<file path="config.mk">
export PLATFORM = sky130hd
export DESIGN_NAME = id_pc_redirect
export DESIGN_NICKNAME = d
export VERILOG_FILES = /design/src/rtl/id_pc_redirect.sv
export SDC_FILE = /design/constraint.sdc
export NUM_CORES = 1
export LEC_CHECK = 0
export CAP_MARGIN = 10
export CORE_MARGIN = 5
export CORE_UTILIZATION = 49
export CTS_CLUSTER_DIAMETER = 120
export DETAILED_ROUTE_END_ITERATION = 12
export HOLD_SLACK_MARGIN = 0.1
export PLACE_DENSITY_LB_ADDON = 0.12
export SYNTH_ARGS = -nofsm -noshare
export SYNTH_HDL_FRONTEND = slang
export SYNTH_SLANG_ARGS = --single-unit
</file>
<file path="constraint.sdc">
create_clock -name clock -period 7.35 [get_ports clock]
set_input_delay 1.47 -clock clock [delete_from_list [all_inputs] [get_ports clock]]
set_output_delay 1.47 -clock clock [all_outputs]
set_load 0.02 [all_outputs]
</file>
<file path="src/rtl/id_pc_redirect.sv">
`default_nettype none
// ============================================================================
// Module      : id_pc_redirect
// Description : Decode-stage end of the fetch/decode interface. Resolves
//               branches, jumps, register jumps and traps, issues a
//               registered redirect request to fetch, lets the delay slot
//               through, and squashes the following wrong-path instructions
//               before they reach execute.
// Revision    : 1.0 - initial release
// ============================================================================
module id_pc_redirect #(
    parameter int          SQUASH_SLOTS = 1,
    parameter logic [31:0] TRAP_VECTOR  = 32'h0000_0040
) (
    input  logic        clock,
    input  logic        reset,
    input  logic        ex_if_stall,
    input  logic [31:0] if_id_nextpc,
    input  logic [31:0] if_id_instruc,
    input  logic [31:0] rs_data,
    input  logic [31:0] rt_data,
    output logic        id_if_selpcsource,
    output logic [1:0]  id_if_selpctype,
    output logic [31:0] id_if_pcimd2ext,
    output logic [31:0] id_if_rega,
    output logic [31:0] id_if_pcindex,
    output logic [31:0] id_ex_instruc,
    output logic [31:0] id_ex_nextpc,
    output logic [31:0] id_ex_link
);

    // Fetch owns the trap vector; the parameter only documents it. The
    // elaboration check keeps both parameters inside their meaningful range.
    if ((SQUASH_SLOTS < 1) || (SQUASH_SLOTS > 3) || (TRAP_VECTOR[1:0] != 2'b00)) begin : g_param_check
        $error("id_pc_redirect: SQUASH_SLOTS must be 1..3 and TRAP_VECTOR word aligned");
    end

    localparam logic [1:0] c_squash_slots = 2'(SQUASH_SLOTS);

    localparam logic [5:0] c_op_rtype = 6'b000000;
    localparam logic [5:0] c_op_j     = 6'b000010;
    localparam logic [5:0] c_op_jal   = 6'b000011;
    localparam logic [5:0] c_op_beq   = 6'b000100;
    localparam logic [5:0] c_op_bne   = 6'b000101;
    localparam logic [5:0] c_op_trap  = 6'b111111;
    localparam logic [5:0] c_fn_jr    = 6'b001000;
    localparam logic [5:0] c_fn_jalr  = 6'b001001;

    localparam logic [1:0] c_type_branch = 2'b00;
    localparam logic [1:0] c_type_reg    = 2'b01;
    localparam logic [1:0] c_type_index  = 2'b10;
    localparam logic [1:0] c_type_trap   = 2'b11;

    typedef enum logic [1:0] {
        RUN    = 2'd0,
        REDIR  = 2'd1,
        SQUASH = 2'd2
    } state_t;

    state_t      state_q, state_d;
    logic [1:0]  cnt_q, cnt_d;
    logic        selpcsource_q, selpcsource_d;
    logic [1:0]  selpctype_q, selpctype_d;
    logic [31:0] pcimd2ext_q, pcimd2ext_d;
    logic [31:0] rega_q, rega_d;
    logic [31:0] pcindex_q, pcindex_d;
    logic [31:0] ex_instruc_q, ex_instruc_d;
    logic [31:0] ex_nextpc_q, ex_nextpc_d;
    logic [31:0] ex_link_q, ex_link_d;

    logic [5:0]  w_op;
    logic [5:0]  w_funct;
    logic        w_is_jump;
    logic        w_is_jal;
    logic        w_is_reg_jump;
    logic        w_is_jalr;
    logic        w_is_trap;
    logic        w_br_taken;
    logic        w_transfer;
    logic [1:0]  w_type;
    logic [31:0] w_br_target;
    logic [31:0] w_idx_target;
    logic [31:0] w_link;

    // Decode the instruction currently offered by fetch.
    always_comb begin
        w_op          = if_id_instruc[31:26];
        w_funct       = if_id_instruc[5:0];
        w_is_jump     = (w_op == c_op_j) || (w_op == c_op_jal);
        w_is_jal      = (w_op == c_op_jal);
        w_is_jalr     = (w_op == c_op_rtype) && (w_funct == c_fn_jalr);
        w_is_reg_jump = (w_op == c_op_rtype) && ((w_funct == c_fn_jr) || w_is_jalr);
        w_is_trap     = (w_op == c_op_trap);
        w_br_taken    = ((w_op == c_op_beq) && (rs_data == rt_data)) ||
                        ((w_op == c_op_bne) && (rs_data != rt_data));
        w_transfer    = w_is_jump || w_br_taken || w_is_reg_jump || w_is_trap;
        w_br_target   = if_id_nextpc + {{14{if_id_instruc[15]}}, if_id_instruc[15:0], 2'b00};
        w_idx_target  = {if_id_nextpc[31:28], if_id_instruc[25:0], 2'b00};
        w_link        = (w_is_jal || w_is_jalr) ? (if_id_nextpc + 32'd4) : 32'd0;
        w_type        = c_type_branch;
        if (w_is_jump) begin
            w_type = c_type_index;
        end else if (w_is_reg_jump) begin
            w_type = c_type_reg;
        end else if (w_is_trap) begin
            w_type = c_type_trap;
        end
    end

    // Next-state and next-output logic; a stall leaves every register as is.
    always_comb begin
        state_d       = state_q;
        cnt_d         = cnt_q;
        selpcsource_d = selpcsource_q;
        selpctype_d   = selpctype_q;
        pcimd2ext_d   = pcimd2ext_q;
        rega_d        = rega_q;
        pcindex_d     = pcindex_q;
        ex_instruc_d  = ex_instruc_q;
        ex_nextpc_d   = ex_nextpc_q;
        ex_link_d     = ex_link_q;

        if (!ex_if_stall) begin
            case (state_q)
                RUN: begin
                    ex_instruc_d  = if_id_instruc;
                    ex_nextpc_d   = if_id_nextpc;
                    ex_link_d     = w_link;
                    selpcsource_d = w_transfer;
                    if (w_transfer) begin
                        selpctype_d = w_type;
                        state_d     = REDIR;
                        // Only the target that fetch will consume is refreshed.
                        case (w_type)
                            c_type_branch: pcimd2ext_d = w_br_target;
                            c_type_reg:    rega_d      = rs_data;
                            c_type_index:  pcindex_d   = w_idx_target;
                            default:       ;
                        endcase
                    end
                end
                REDIR: begin
                    // Delay slot: forwarded untouched, never treated as a transfer.
                    ex_instruc_d  = if_id_instruc;
                    ex_nextpc_d   = if_id_nextpc;
                    ex_link_d     = w_link;
                    selpcsource_d = 1'b0;
                    cnt_d         = c_squash_slots;
                    state_d       = SQUASH;
                end
                SQUASH: begin
                    ex_instruc_d  = 32'd0;
                    ex_nextpc_d   = 32'd0;
                    ex_link_d     = 32'd0;
                    selpcsource_d = 1'b0;
                    cnt_d         = cnt_q - 2'd1;
                    if (cnt_q <= 2'd1) begin
                        cnt_d   = 2'd0;
                        state_d = RUN;
                    end
                end
                default: begin
                    state_d       = RUN;
                    cnt_d         = 2'd0;
                    selpcsource_d = 1'b0;
                end
            endcase
        end
    end

    // State and output registers with synchronous reset dominating stall.
    always_ff @(posedge clock) begin
        if (reset) begin
            state_q       <= RUN;
            cnt_q         <= 2'd0;
            selpcsource_q <= 1'b0;
            selpctype_q   <= 2'b00;
            pcimd2ext_q   <= 32'd0;
            rega_q        <= 32'd0;
            pcindex_q     <= 32'd0;
            ex_instruc_q  <= 32'd0;
            ex_nextpc_q   <= 32'd0;
            ex_link_q     <= 32'd0;
        end else begin
            state_q       <= state_d;
            cnt_q         <= cnt_d;
            selpcsource_q <= selpcsource_d;
            selpctype_q   <= selpctype_d;
            pcimd2ext_q   <= pcimd2ext_d;
            rega_q        <= rega_d;
            pcindex_q     <= pcindex_d;
            ex_instruc_q  <= ex_instruc_d;
            ex_nextpc_q   <= ex_nextpc_d;
            ex_link_q     <= ex_link_d;
        end
    end

    assign id_if_selpcsource = selpcsource_q;
    assign id_if_selpctype   = selpctype_q;
    assign id_if_pcimd2ext   = pcimd2ext_q;
    assign id_if_rega        = rega_q;
    assign id_if_pcindex     = pcindex_q;
    assign id_ex_instruc     = ex_instruc_q;
    assign id_ex_nextpc      = ex_nextpc_q;
    assign id_ex_link        = ex_link_q;

endmodule
`default_nettype wire
</file>
==> flow_metrics.py, run 1 <==
metrics = {
    "timing": {
        "finClkSkew_ps": 8.67,
        "rsz0062_at_grt": "no",
        "finalCritPeriodShare": 0.581,
        "setup-tns-final_ps": 0,
        "slew_headroom": 0.202,
        "fmax_mhz": 234,
        "tightest_slew_ps": 1200,
        "setup_viol": 0,
        "min_period_ps": 4270,
        "layout_setup_ws_ps": 3080,
        "finalHoldViolations": 0,
        "report.final.slew_viol_count": 0,
        "hold_ws_ps": 448,
    },
    "final_layout": {
        "drive_gt1_frac": 0.0340,
        "fillers": 1658,
        "mostFrequentLayoutCell": "clkdlybuf4s50_1",
        "antenna_cells": 0,
        "areaGrowthSynthToFinish_pct": 41.3,
        "final_core_util": 0.700,
        "mostFrequentLayoutCells": "clkdlybuf4s50_1 (322), nand2_1 (242), dfxtp_1 (197)",
        "final_cell_area_um2": 13600,
        "nets": 1626,
    },
    "global_route": {
        "overflow": 0,
        "antenna_found_initial": 0,
        "grt_pass1_wl_um": 48800,
        "grtUsageTotal": 0.276,
        "first_global_vias": 9058,
        "grt_max_degree": 99,
    },
    "power_and_ir_drop": {
        "pwr-share-comb": 0.171,
        "internal_power_mw": 1.81,
        "p_sw_uw": 676,
        "swShare": 0.272,
        "ir_worst_vdd_mv": 0.156,
        "pwr-share-seq": 0.443,
        "power_density_nw_per_um2": 183,
        "clockPowerShare": 0.387,
        "p_leak_nw": 4.88,
    },
    "worst_setup_path": {
        "cp.required_ps": 7680,
        "cp-start-kind": "input pin",
        "path_class": "in2reg",
        "crit_path_max_fanout": 6,
        "worstReg2RegEnd": "id_if_pcindex[28]",
        "endpoint_kind": "flip-flop",
        "reg2regPathDepth": 7,
        "r2r-start": "state_q[0]",
        "crit_arrival_ps": 4600,
        "rrSetupSlack_ps": 4750,
    },
    "drt": {
        "drt_iter0_drc": 598,
        "drc_errors": 0,
        "via_count": 9547,
        "routed_wl_um": 32500,
        "wl_per_cell_um": 18.7,
        "vias_per_cell": 5.50,
        "dr.pass1.iters": 5,
        "ant_nets": 0,
    },
    "placement": {
        "postPlaceCellArea_um2": 13000,
        "hpwl_um": 24100,
        "place_ws_ps": 2680,
        "globalplace.congestion": 0.958,
        "io_buffers": 323,
    },
    "logic_synthesis": {
        "ys.flop_type": "dfxtp_1",
        "synth_edf_count": 0,
        "netlist_instances": 1180,
        "syn_area_um2": 9600,
        "ys_ff_latch": 197,
        "yosys_warnings": 0,
        "synth_area_per_cell_um2": 8.14,
        "synth-seq-area-share": 0.411,
        "ys_types": 62,
        "synth_async_sr_flop_share": 0,
    },
    "floorplanning": {
        "die_h_um": 150,
        "core_area_um2": 19400,
        "start_util": 0.495,
        "die_w_um": 150,
        "pin_count": 326,
        "rows": 51,
        "dieArea_um2": 22500,
    },
    "min_path": {
        "worstHoldStart": "id_ex_instruc[24]",
        "hold_path_depth": 2,
        "min_to": "id_ex_instruc[24]",
        "hold_path_class": "reg2reg",
    },
    "run_status": {
        "outcome": "finished, final reports clean",
    },
    "clock_network": {
        "insertion_delay_ps": 430,
        "post_cts_buffers": 0,
        "numCtsBuffers": 17,
        "clkSlewWorstSetupHoldPaths_ps": 70,
        "cts_tree": "yes",
        "root_buffer": "clkbuf_16",
        "htree_levels": 4,
        "cts_sinks": 197,
        "cts_resized": 0,
        "ctsHoldBuffers": 0,
        "clock_path_buffers": 2,
    },
    "flow_run": {
        "drv_cap": 0,
    },
}
==> per-layer routing <==
metal | routed length (µm) | global-route usage
met5 | 0 | 0
met4 | 534 | 0.0759
met3 | 2810 | 0.0709
met2 | 15200 | 0.446
met1 | 13900 | 0.367
==> synth_stat cells, types with 4 or more instances <==
cell type	instances	area, µm²
a211oi_1	9	67.6
a21o_1	16	120
a21oi_1	158	791
a22o_1	4	35.0
a22oi_1	29	218
and2_1	6	37.5
and3_1	7	43.8
and4_1	5	43.8
buf_2	6	30.0
clkbuf_1	62	233
dfxtp_1	197	3940
ha_1	35	438
inv_1	22	82.6
mux2i_1	19	190
nand2_1	242	908
nand2b_1	6	37.5
nand3_1	19	95.1
nand3b_1	61	458
nand4_1	5	31.3
nor2_1	79	297
nor2b_1	5	31.3
nor3_1	8	40.0
nor4_1	14	87.6
o211ai_1	7	52.6
o21a_1	10	75.1
o21ai_0	18	90.1
or3_1	5	31.3
or4b_1	4	40.0
xnor2_1	29	254
xor2_1	51	447
==> worst max-delay path by stage <==
stage | depth (start not counted) | slack (ps) | from | end
after floorplan | 11 | 3580 | if_id_nextpc[2] | id_if_pcimd2ext[28]
after global placement | 10 | 2800 | rs_data[28] | id_if_pcimd2ext[15]
after detailed placement | 10 | 2680 | rs_data[20] | id_if_pcimd2ext[15]
after CTS | 10 | 3120 | rs_data[20] | id_if_pcimd2ext[15]
after global routing | 10 | 2880 | rs_data[20] | id_if_pcimd2ext[15]
final | 10 | 3080 | if_id_nextpc[5] | id_if_pcimd2ext[31]
==> flip-flops by register name, indices dropped and copies added, names as in the netlist <==
signal             count
id_if_selpctype        2
id_if_pcindex         30
id_if_pcimd2ext       32
id_ex_link            32
id_if_selpcsource      1
id_ex_instruc         32
id_ex_nextpc          32
cnt_q                  2
state_q                2
id_if_rega            32
==> cells by family (layout without fill, tap and decap cells) <==
kind of cell | count (synthesis) | in the layout | synth area share
simple gates | 473 | 473 | 0.232
compound gates | 281 | 281 | 0.178
flops | 197 | 197 | 0.411
buf+inv | 93 | 384 | 0.0383
xor+xnor | 80 | 80 | 0.0730
fa+ha+maj | 36 | 36 | 0.0477
mux | 19 | 19 | 0.0198
other cells | 1 | 2 | 0.000390
==> power by group through the flow <==
stage               Sequential (mW)  Clock, mW  Combinational, mW
floorplan                      1.15          0              0.196
global placement               1.12          0              0.417
detailed placement             1.13          0              0.418
CTS                            1.10      0.974              0.421
global route                   1.10       1.03              0.455
finish                         1.10      0.961              0.424
==> area by class of cell <==
| cell class | instances | area (µm²) | area share |
|---|---|---|---|
| sequential | 197 | 3940 | 0.291 |
| tap | 265 | 332 | 0.0244 |
| timing repair buffer | 330 | 3290 | 0.242 |
| clock inverter | 11 | 139 | 0.0102 |
| clock buffer | 21 | 460 | 0.0339 |
| inverter | 22 | 82.6 | 0.00608 |
| multi-input combinational | 891 | 5330 | 0.393 |
==> worst max-delay path, cell delays in order <==
cell             delay (ps)
clkdlybuf4s50_1         610
ha_1                    440
and2_1                  180
a221o_1                 340
or2_1                   260
a31oi_1                 280
a31o_2                  270
a211oi_1                100
or4b_1                  540
o311ai_1                 90
==> through the flow <==
step | cells | total power [mW]
after floorplan | 1181 | 1.35
after detailed placement | 1705 | 1.54
after CTS | 1737 | 2.50
after global placement | 1705 | 1.54
after global routing | 1737 | 2.59
final | 1737 | 2.49
(Power assumes the default switching activity.)
==> run 2, diff against run 1 <==
--- a/config.mk
+++ b/config.mk
@@ -7,7 +7,7 @@
 export LEC_CHECK = 0
 export CAP_MARGIN = 10
 export CORE_MARGIN = 5
-export CORE_UTILIZATION = 49
+export CORE_UTILIZATION = 46
 export CTS_CLUSTER_DIAMETER = 120
 export DETAILED_ROUTE_END_ITERATION = 12
 export HOLD_SLACK_MARGIN = 0.1
==> constraint.sdc (replaced) <==
create_clock -name clock -period 4 [get_ports clock]
set_input_delay 0.8 -clock clock [delete_from_list [all_inputs] [get_ports clock]]
set_output_delay 0.8 -clock clock [all_outputs]
set_load 0.02 [all_outputs]
==> flow_metrics.py, run 2 (synthesis gave the netlist of run 1 again) <==
metrics = {
    "floorplanning": {
        "core_area_um2": 20400,
        "die_w_um": 154,
        "die_h_um": 154,
        "dieArea_um2": 23900,
        "rows": 52,
        "start_util": 0.472,
        "pin_count": 326,
    },
    "clock_network": {
        "ctsHoldBuffers": 0,
        "numCtsBuffers": 17,
        "post_cts_buffers": 0,
        "clkSlewWorstSetupHoldPaths_ps": 80,
        "htree_levels": 4,
        "insertion_delay_ps": 430,
        "cts_resized": 0,
        "cts_tree": "yes",
        "root_buffer": "clkbuf_16",
        "clock_path_buffers": 2,
        "cts_sinks": 197,
    },
    "final_layout": {
        "drive_gt1_frac": 0.0501,
        "mostFrequentLayoutCell": "clkdlybuf4s50_1",
        "final_cell_area_um2": 13800,
        "nets": 1650,
        "instances_no_fill": 1766,
        "areaGrowthSynthToFinish_pct": 43.2,
        "mostFrequentLayoutCells": "clkdlybuf4s50_1 (322), nand2_1 (242), dfxtp_1 (197)",
        "antenna_cells": 0,
    },
    "power_and_ir_drop": {
        "ir_worst_vdd_mv": 0.269,
        "power_density_nw_per_um2": 323,
        "p_leak_nw": 4.99,
    },
    "worst_setup_path": {
        "slowest_delay_ps": 490,
        "crit_chain": "clkdlybuf4s50_1, ha_1, inv_1, fa_1, nand2b_1, a21o_1, a211o_1, a2111o_1, a21oi_2, nor2_1, o2111ai_1, o221ai_1",
        "crit_arrival_ps": 3760,
        "endpoint_kind": "flip-flop",
        "cp.required_ps": 4300,
        "rrSetupSlack_ps": 1730,
        "cp-start-kind": "input pin",
        "worst_path_max_delay_cell": "clkdlybuf4s50_1",
        "crit_path_max_fanout": 4,
        "critPathBufInv": 2,
        "crit_family": "compound AO/OA/AOI/OAI gates",
        "path_class": "in2reg",
    },
    "drt": {
        "vias_per_cell": 5.36,
        "ant_nets": 0,
        "drt_iter0_drc": 597,
        "wl_per_cell_um": 18.1,
        "via_count": 9472,
        "routed_wl_um": 31900,
        "drc_errors": 0,
        "dr.pass1.iters": 5,
    },
    "global_route": {
        "grtUsageTotal": 0.257,
        "grt_max_degree": 101,
        "overflow": 0,
        "antenna_found_initial": 0,
        "grt_pass1_wl_um": 49700,
        "first_global_vias": 9219,
    },
    "min_path": {
        "hold_path_class": "reg2reg",
    },
    "timing": {
        "tightest_slew_ps": 781,
        "setup-tns-final_ps": 0,
        "min_period_ps": 3460,
        "layout_setup_ws_ps": 537,
        "finalHoldViolations": 0,
        "report.final.slew_viol_count": 0,
        "slew_headroom": 0.479,
        "setup_viol": 0,
        "finClkSkew_ps": 10.8,
        "fmax_mhz": 289,
        "finalCritPeriodShare": 0.866,
        "rsz0062_at_grt": "no",
    },
    "placement": {
        "globalplace.congestion": 0.911,
        "place_ws_ps": 156,
        "postPlaceCellArea_um2": 13200,
        "place_inst": 1734,
        "hpwl_um": 23900,
        "io_buffers": 323,
    },
    "run_status": {
        "outcome": "finished, final reports clean",
    },
    "flow_run": {
        "drv_cap": 0,
    },
}
==> run 2: worst paths after layout <==
path                         start                   to  cells past startpoint
hold reg to reg   id_ex_nextpc[22]     id_ex_nextpc[22]                      2
setup reg to reg        state_q[0]    id_if_pcindex[21]                      8
setup / recovery  if_id_instruc[0]  id_if_pcimd2ext[28]                     12
hold / removal    id_ex_nextpc[22]     id_ex_nextpc[22]                      2
==> run 2: final cells by class <==
class	instances	area, µm²
clock inverter	13	111
inverter	22	82.6
sequential	197	3940
timing repair buffer	354	3500
fill	1747	6610
clock buffer	19	443
tap	270	338
multi-input combinational	891	5330
==> run 2: power breakdown <==
part	leakage (nW)	switching (mW)	internal, mW
logic	3.12	0.414	0.366
clock network	0.276	0.809	0.836
registers	1.60	0.0209	2.00
total	4.99	1.24	3.20
==> run 2: metal layers <==
metal,global-route usage,up-vias,share of wire
met4,0.103,0,0.036
li1,-,4680,-
met3,0.0852,67,0.084
met2,0.428,307,0.48
met1,0.308,4418,0.40
met5,0,-,0
==> run 2: metrics by stage <==
step           total power, mW   util  hold slack, ps
4_1_cts                   4.48  0.675             452
6_report                  4.45  0.675             449
3_5_place_dp              2.84  0.648             443
5_1_grt                   4.64  0.675             464
3_3_place_gp              2.84  0.648             436
2_1_floorplan             2.48      -             426
==> run 2: worst reg2reg max path, stage by stage (launching register included) <==
cell and delay, ps:
dfxtp_1 360, inv_1 100, ha_1 210, inv_1 80, nor2_1 390, and2_1 480, buf_4 350, nand2_1 90
a21oi_1 140
==> run 3, diff against run 2 <==
--- a/config.mk
+++ b/config.mk
@@ -5,9 +5,10 @@
 export SDC_FILE = /design/constraint.sdc
 export NUM_CORES = 1
 export LEC_CHECK = 0
+export ABC_AREA = 1
 export CAP_MARGIN = 10
 export CORE_MARGIN = 5
-export CORE_UTILIZATION = 46
+export CORE_UTILIZATION = 48
 export CTS_CLUSTER_DIAMETER = 120
 export DETAILED_ROUTE_END_ITERATION = 12
 export HOLD_SLACK_MARGIN = 0.1
==> flow_metrics.py, run 3 <==
metrics = {
    "logic_synthesis": {
        "ys_ff_latch": 197,
        "ys.flop_type": "dfxtp_1",
        "netlist_instances": 1747,
        "synthTopCellsByArea": "dfxtp_1 (36%), nand2_1 (20%), inv_1 (9.9%)",
        "synth_top_area_frac": 0.360,
        "synth-seq-area-share": 0.360,
        "yosys_warnings": 0,
        "ys_types": 44,
        "synth_area_per_cell_um2": 6.27,
        "syn_area_um2": 11000,
        "synth_edf_count": 0,
        "yosysMostFrequentCell": "nand2_1",
        "synth_async_sr_flop_share": 0,
        "ys_top_cells_by_count": "nand2_1 (581), inv_1 (288), nor2_1 (219)",
        "yosys.area.top_type": "dfxtp_1",
    },
    "worst_setup_path": {
        "reg2regPathDepth": 7,
        "worst_path_max_delay_cell": "clkdlybuf4s50_1",
        "crit_chain": "clkdlybuf4s50_1, nand2_1, nor3_1, nand4_1, nand2_1, nor2_4, nand3_4, nand3_4, o21bai_1, nor2_1",
        "worstReg2RegEnd": "id_if_rega[23]",
        "rrSetupSlack_ps": 1470,
        "cp.required_ps": 4330,
        "crit_path_max_fanout": 64,
        "crit_arrival_ps": 3500,
        "r2r-start": "state_q[1]",
        "endpoint_kind": "flip-flop",
        "cp-start-kind": "input pin",
        "path_class": "in2reg",
        "slowest_delay_ps": 570,
    },
    "timing": {
        "fmax_mhz": 316,
        "setup-tns-final_ps": 0,
        "min_period_ps": 3160,
        "rsz0062_at_grt": "no",
        "tightest_slew_ps": 1010,
        "hold_ws_ps": 461,
        "layout_setup_ws_ps": 835,
        "finClkSkew_ps": 12.0,
        "finalHoldViolations": 0,
        "slew_headroom": 0.325,
        "setup_viol": 0,
        "finalCritPeriodShare": 0.791,
        "report.final.slew_viol_count": 0,
    },
    "placement": {
        "globalplace.congestion": 0.933,
        "postPlaceCellArea_um2": 14400,
        "hpwl_um": 28600,
        "io_buffers": 323,
        "place_inst": 2308,
        "place_ws_ps": 416,
    },
    "floorplanning": {
        "start_util": 0.485,
        "core_area_um2": 22600,
        "die_w_um": 161,
        "dieArea_um2": 25900,
        "rows": 55,
        "pin_count": 326,
        "die_h_um": 161,
    },
    "final_layout": {
        "final_core_util": 0.664,
        "final_cell_area_um2": 15000,
        "areaGrowthSynthToFinish_pct": 36.9,
        "antenna_cells": 0,
        "mostFrequentLayoutCell": "nand2_1",
        "mostFrequentLayoutCells": "nand2_1 (581), clkdlybuf4s50_1 (322), inv_1 (288)",
        "drive_gt1_frac": 0.0355,
        "nets": 2209,
        "instances_no_fill": 2340,
    },
    "clock_network": {
        "root_buffer": "clkbuf_16",
        "htree_levels": 4,
        "ctsHoldBuffers": 0,
        "clock_path_buffers": 2,
        "cts_sinks": 197,
        "post_cts_buffers": 0,
        "clkSlewWorstSetupHoldPaths_ps": 80,
        "insertion_delay_ps": 450,
        "numCtsBuffers": 17,
        "cts_resized": 0,
        "cts_tree": "yes",
    },
    "global_route": {
        "antenna_found_initial": 0,
        "grt_max_degree": 97,
        "grt_pass1_wl_um": 57200,
        "overflow": 0,
        "first_global_vias": 10800,
        "grtUsageTotal": 0.274,
    },
    "drt": {
        "ant_nets": 0,
        "drt_iter0_drc": 724,
        "dr.pass1.iters": 7,
        "vias_per_cell": 4.96,
        "via_count": 11600,
        "routed_wl_um": 37200,
        "drc_errors": 0,
        "wl_per_cell_um": 15.9,
    },
    "power_and_ir_drop": {
        "p_leak_nw": 6.93,
        "ir_worst_vdd_mv": 0.268,
        "p_total_mw": 4.70,
        "power_density_nw_per_um2": 313,
    },
    "flow_run": {
        "drv_cap": 0,
    },
    "min_path": {
        "hold_path_depth": 2,
        "min_to": "id_if_selpcsource",
        "hold_path_class": "reg2reg",
        "worstHoldStart": "id_if_selpcsource",
    },
    "run_status": {
        "outcome": "finished, final reports clean",
    },
}
[run 3: cell types whose count changed in the layout (fill, tap and decap cells not counted), moves of 34 or more]
cell and change:
o21bai_1 +34, xor2_1 -37, inv_1 +266, nor2_1 +141, nand2_1 +339, nand3b_1 -58
[run 3: worst max-delay path by stage]
stage	startpoint	endpoint	slack, ps	cells after the start
finish	if_id_instruc[3]	id_if_rega[23]	840	10
global route	if_id_instruc[5]	id_if_rega[23]	510	11
CTS	rs_data[8]	id_if_rega[23]	860	11
detailed placement	rs_data[8]	id_if_rega[23]	420	11
global placement	if_id_instruc[15]	id_if_pcimd2ext[26]	370	13
floorplan	if_id_nextpc[2]	id_if_pcimd2ext[26]	1650	15
[run 3: critical path: cells and delay by family]
| family | cells | cell delay (ps) |
|---|---|---|
| AOI/OAI and AO/OA | 1 | 390 |
| and+or+nand+nor | 8 | 1700 |
| buffers and inverters | 1 | 570 |
[run 3: power breakdown]
part / internal, mW / switching (mW)
sequential: 2.01 / 0.0238
clock: 0.853 / 0.924
combinational: 0.368 / 0.524
[run 3: layout make-up]
cell class                 count  area [µm²]
clock buffer                  17         425
fill                        2069        7580
clock inverter                15         188
multi-input combinational   1200        5660
tap                          285         357
sequential                   197        3940
inverter                     291        1090
timing repair buffer         335        3330
[run 3: logic make-up after synthesis]
group	synth area share
AOI/OAI and AO/OA	0.110
xor gates and xnor gates	0.0224
adders and majority gates	0.0418
buffers and inverters	0.125
DFF	0.360
other	0.000342
and+or+nand+nor	0.340
[run 3: metal layers]
layer,global-route usage,wire length [µm],vias up
met1,0.328,15500,5251
met3,0.0771,3020,48
met2,0.489,18000,389
met4,0.0613,713,0
met5,0,0,-
li1,-,-,5926
